===== src/rtl/pc_sequencer_pkg.sv =====
// Shared fetch-stage constants and the next-pc source encoding for pc_sequencer.
package pc_sequencer_pkg;

  localparam logic [31:0] PC_RESET    = 32'h0000_3000;
  localparam logic [31:0] EXC_HANDLER = 32'h0000_4180;
  localparam logic [31:0] IM_LO       = 32'h0000_3000;
  localparam logic [31:0] IM_HI       = 32'h0000_6FFC;
  localparam logic [4:0]  EXC_ADEL    = 5'd4;
  localparam logic [4:0]  EXC_NONE    = 5'd0;

  typedef enum logic [2:0] {
    PC_SEL_EXC,
    PC_SEL_ERET,
    PC_SEL_HOLD,
    PC_SEL_BRANCH,
    PC_SEL_PEND,
    PC_SEL_SEQ
  } pc_sel_e;

endpackage


===== src/rtl/pc_sequencer_fetch_addr_check.sv =====
// Combinational fetch address check: misaligned or outside the instruction
// memory window raises an address-error-on-load.
module fetch_addr_check
  import pc_sequencer_pkg::*;
(
  input  logic [31:0] pc,
  output logic        adel,
  output logic [4:0]  exc_code
);

  always_comb begin
    adel     = (pc[1:0] != 2'b00) || (pc < IM_LO) || (pc > IM_HI);
    exc_code = adel ? EXC_ADEL : EXC_NONE;
  end

endmodule


===== src/rtl/pc_sequencer.sv =====
// Fetch PC register with exception/eret entry, stall hold, a one-entry pending
// redirect buffer for branches that arrive during a stall, and delay-slot flag.
module pc_sequencer
  import pc_sequencer_pkg::*;
(
  input  logic        clk,
  input  logic        reset,
  input  logic        stall,
  input  logic        br_valid,
  input  logic [31:0] br_target,
  input  logic        jump_in_d,
  input  logic        exc_req,
  input  logic        eret_req,
  input  logic [31:0] epc,
  input  logic [31:0] instr_in,
  output logic [31:0] pc,
  output logic [31:0] instr_out,
  output logic        adel,
  output logic [4:0]  exc_code,
  output logic        bd
);

  logic [31:0] pc_q, pc_d;
  logic [31:0] pend_target_q, pend_target_d;
  logic        pend_valid_q, pend_valid_d;
  logic        bd_q, bd_d;
  pc_sel_e     pc_sel;

  always_comb begin
    pc_sel = PC_SEL_SEQ;
    if (exc_req)           pc_sel = PC_SEL_EXC;
    else if (eret_req)     pc_sel = PC_SEL_ERET;
    else if (stall)        pc_sel = PC_SEL_HOLD;
    else if (br_valid)     pc_sel = PC_SEL_BRANCH;
    else if (pend_valid_q) pc_sel = PC_SEL_PEND;
  end

  always_comb begin
    pc_d          = pc_q + 32'd4;
    pend_valid_d  = pend_valid_q;
    pend_target_d = pend_target_q;
    bd_d          = bd_q;
    unique case (pc_sel)
      PC_SEL_EXC: begin
        pc_d         = EXC_HANDLER;
        pend_valid_d = 1'b0;
        bd_d         = 1'b0;
      end
      PC_SEL_ERET: begin
        pc_d         = epc;
        pend_valid_d = 1'b0;
        bd_d         = 1'b0;
      end
      PC_SEL_HOLD: begin
        pc_d = pc_q;
        // latest redirect seen during a stall wins
        if (br_valid) begin
          pend_valid_d  = 1'b1;
          pend_target_d = br_target;
        end
      end
      PC_SEL_BRANCH: begin
        pc_d         = br_target;
        pend_valid_d = 1'b0;
        bd_d         = jump_in_d;
      end
      PC_SEL_PEND: begin
        pc_d         = pend_target_q;
        pend_valid_d = 1'b0;
        bd_d         = jump_in_d;
      end
      default: begin
        bd_d = jump_in_d;
      end
    endcase
  end

  always_ff @(posedge clk) begin
    if (reset) begin
      pc_q          <= PC_RESET;
      pend_valid_q  <= 1'b0;
      pend_target_q <= 32'h0;
      bd_q          <= 1'b0;
    end else begin
      pc_q          <= pc_d;
      pend_valid_q  <= pend_valid_d;
      pend_target_q <= pend_target_d;
      bd_q          <= bd_d;
    end
  end

  fetch_addr_check u_addr_check (
    .pc       (pc_q),
    .adel     (adel),
    .exc_code (exc_code)
  );

  assign pc        = pc_q;
  assign bd        = bd_q;
  assign instr_out = adel ? 32'h0 : instr_in;

endmodule


===== config.mk =====
export PLATFORM = sky130hd
export DESIGN_NAME = pc_sequencer
export DESIGN_NICKNAME = d
export VERILOG_FILES = /design/src/rtl/pc_sequencer_pkg.sv /design/src/rtl/pc_sequencer_fetch_addr_check.sv /design/src/rtl/pc_sequencer.sv
export SDC_FILE = /design/constraint.sdc
export NUM_CORES = 1
export LEC_CHECK = 0
export ABC_CLOCK_PERIOD_IN_PS = 4200
export CAP_MARGIN = 20
export CORE_MARGIN = 2
export CORE_UTILIZATION = 46
export CTS_CLUSTER_SIZE = 28
export DETAILED_ROUTE_END_ITERATION = 16
export MAX_ROUTING_LAYER = met4
export PLACE_DENSITY = 0.94
export SLEW_MARGIN = 25
export SYNTH_ARGS = -nofsm -noshare
export SYNTH_HDL_FRONTEND = slang
export SYNTH_SLANG_ARGS = --single-unit
export TNS_END_PERCENT = 30

===== constraint.sdc =====
create_clock -name clk -period 4.2 [get_ports clk]
set_input_delay 0.63 -clock clk [delete_from_list [all_inputs] [get_ports clk]]
set_output_delay 0.63 -clock clk [all_outputs]
set_load 0.05 [all_outputs]

==> flow_summary.json <==
{
  "outcome": "finished, final reports clean",
  "antenna_found_initial": 0,
  "core_area_mm2": 0.00859,
  "cts_root_buf": "clkbuf_8",
  "via_per_inst": 6.21,
  "crit_type": "reg -> out",
  "critPathLaunchType": "flop",
  "rsz0062_at_grt": "no",
  "cp.arrival_ns": 2.74,
  "hold_buffers": 0,
  "synth_seq_cells": 66,
  "initial_core_util_pct": 46.8,
  "die_area_mm2": 0.00950,
  "hold_path_class": "reg -> reg",
  "p_leak_nw": 2.01,
  "max_freq_ghz": 0.297,
  "synth.yosys.warnings": 0,
  "nets": 777,
  "placementRows": 34,
  "layout_common_cells": "168 x clkdlybuf4s50_1, 92 x nand2_1, 69 x a21oi_1",
  "startpoint": "pc[31]$_SDFFE_PP0P_",
  "finClkSkew_ns": 0.00980,
  "die_y_um": 97.5,
  "dieWidth_um": 97.5,
  "crit_fanout": 33,
  "cts.clk_slew.worst_paths_ns": 0.07,
  "cp-end-kind": "output port",
  "fill_cells": 669,
  "drive_gt1_share_pct": 7.37,
  "power_density_mw_per_mm2": 283,
  "layout_commonest_cell": "clkdlybuf4s50_1",
  "grt_pass1_wl_um": 22700,
  "postRouteAntennaNets": 0,
  "timing.rr.start": "pc[17]$_SDFFE_PP0P_",
  "relSlewSlack_pct": 33.8,
  "firstDrtPassIters": 8,
  "gr-total-overflow": 0,
  "synth_edf_count": 0,
  "numCtsBuffers": 9,
  "synth_cell_types": 67,
  "synth_area_per_cell_um2": 7.60,
  "finalSetupTns_ns": 0,
  "ys.flop_type": "dfxtp_1",
  "dr.first_iter.drc_count": 559,
  "postLayoutCoreUtil_pct": 68.4,
  "worst_pin_slew_ns": 0.990,
  "drv_cap": 0,
  "async_reset_ff_share_pct": 0,
  "cts_tree": "built",
  "clockBufferDepth": 2,
  "post_cts_resized": 0,
  "min_from": "pend_target_q[17]$_SDFFE_PP0P_",
  "finalSetupViolations": 0,
  "syn_to_final_growth_pct": 46.3,
  "clkLatencyLatePin_ns": 0.35,
  "pin_count": 174,
  "syn_area_mm2": 0.00402,
  "grt_use_total_pct": 30.1,
  "vias": 4883,
  "num_antenna_cells": 0,
  "grt_max_degree": 59,
  "required_ns": 3.57,
  "htreeDepth": 3,
  "fin_hold_ws_ns": 0.453,
  "drt_wl_total_um": 14500,
  "grt_pass1_vias": 4455,
  "hold_viol": 0,
  "drv_slew": 0,
  "peakVddDrop_v": 0.000208,
  "clock_sinks": 66,
  "hpwl_um": 10700,
  "syn_inst": 529,
  "drcViolationCount": 0,
  "min_period_ns": 3.37,
  "seq_area_frac_synth_pct": 32.9,
  "portBuffers": 169,
  "gp_congestion": 0.961,
  "wl_per_cell_um": 18.5,
  "fin_crit_sh_pct": 80.3,
  "cts_setup_buffers": 0
}
cell usage after synthesis (5+ instances only):
master | n | share of area, %
and3_1 | 5 | 0.78
buf_4 | 8 | 1.5
inv_1 | 5 | 0.47
nand2b_1 | 5 | 0.78
a221o_1 | 5 | 1.2
a211oi_1 | 8 | 1.5
nor2b_1 | 5 | 0.78
a21oi_1 | 69 | 8.6
a22oi_1 | 7 | 1.3
a221oi_1 | 5 | 1.1
nor3_1 | 18 | 2.2
clkbuf_1 | 31 | 2.9
nand3_1 | 17 | 2.1
nor4_1 | 13 | 2.0
nor2_1 | 17 | 1.6
and2_1 | 33 | 5.1
dfxtp_1 | 66 | 33
nand2_1 | 93 | 8.7
a31oi_1 | 8 | 1.2
buf_2 | 9 | 1.1
o21ai_0 | 27 | 3.4
a222oi_1 | 14 | 3.5
critical path, stage by stage (launching register included):
cell and delay [ns]:
dfxtp_1 0.37, nor4_1 0.43, nand2_1 0.12, nor3_2 0.18, buf_4 0.27, and2_1 0.21, clkdlybuf4s50_1 0.81
kinds of logic (layout without fill, tap and decap cells):
family / after synthesis / in the layout / synth area share, %
other: 1 / 4 / 0.0933
flip-flops: 66 / 66 / 32.9
multiplexers: 2 / 2 / 0.529
AND/OR/NAND/NOR: 232 / 232 / 31.3
AO/OA/AOI/OAI: 168 / 168 / 27.5
buffers and inverters: 55 / 201 / 6.60
adder cells (fa/ha/maj): 1 / 1 / 0.311
XOR/XNOR: 4 / 4 / 0.872
per-stage QoR:
stage                     area, µm²  instances  total power [W]  setup WS (ns)
after floorplan                4030        532         0.000967           1.34
after global placement         5710        770          0.00117          0.939
after detailed placement       5710        770          0.00118          0.840
after CTS                      5880        786          0.00165          0.871
after global routing           5880        786          0.00171          0.653
final                          5880        786          0.00166          0.829
per-layer routing:
metal	up-vias	track usage, %	share of wire [%]
met1	2229	36.3	38
li1	2230	-	-
met2	388	49.6	49
met5	-	-	0
met3	36	6.55	11
met4	0	11.3	2.2
power by group:
group / leakage, nW / switching, W / internal (W)
clock network: 0.0851 / 0.000264 / 0.000228
registers: 0.538 / 0.0000402 / 0.000651
logic: 1.39 / 0.000273 / 0.000206
area by class of cell:
| cell class | instances | area, µm² | share of cell area [%] |
|---|---|---|---|
| multi-input combinational | 411 | 2460 | 41.9 |
| timing repair buffer | 180 | 1770 | 30.1 |
| sequential | 66 | 1320 | 22.5 |
| clock buffer | 11 | 141 | 2.40 |
| tap | 108 | 135 | 2.30 |
| clock inverter | 5 | 30.0 | 0.511 |
| inverter | 5 | 18.8 | 0.319 |
registers in the layout, indices dropped and copies added (netlist names):
| register | count |
|---|---|
| pc | 32 |
| pend_target_q | 32 |
| bd | 1 |
| pend_valid_q | 1 |
path summary, 6_finish.rpt:
| kind | slack (ns) | endpoint | cells after the start |
|---|---|---|---|
| setup / recovery | 0.83 | instr_out[15] | 6 |
| hold / removal | 0.45 | pend_target_q[17]$_SDFFE_PP0P_ | 2 |
| setup reg to reg | 1.78 | pc[28]$_SDFFE_PP0P_ | 5 |
| hold reg to reg | 0.45 | pend_target_q[17]$_SDFFE_PP0P_ | 2 |
Power figures use the tool's default switching activity.
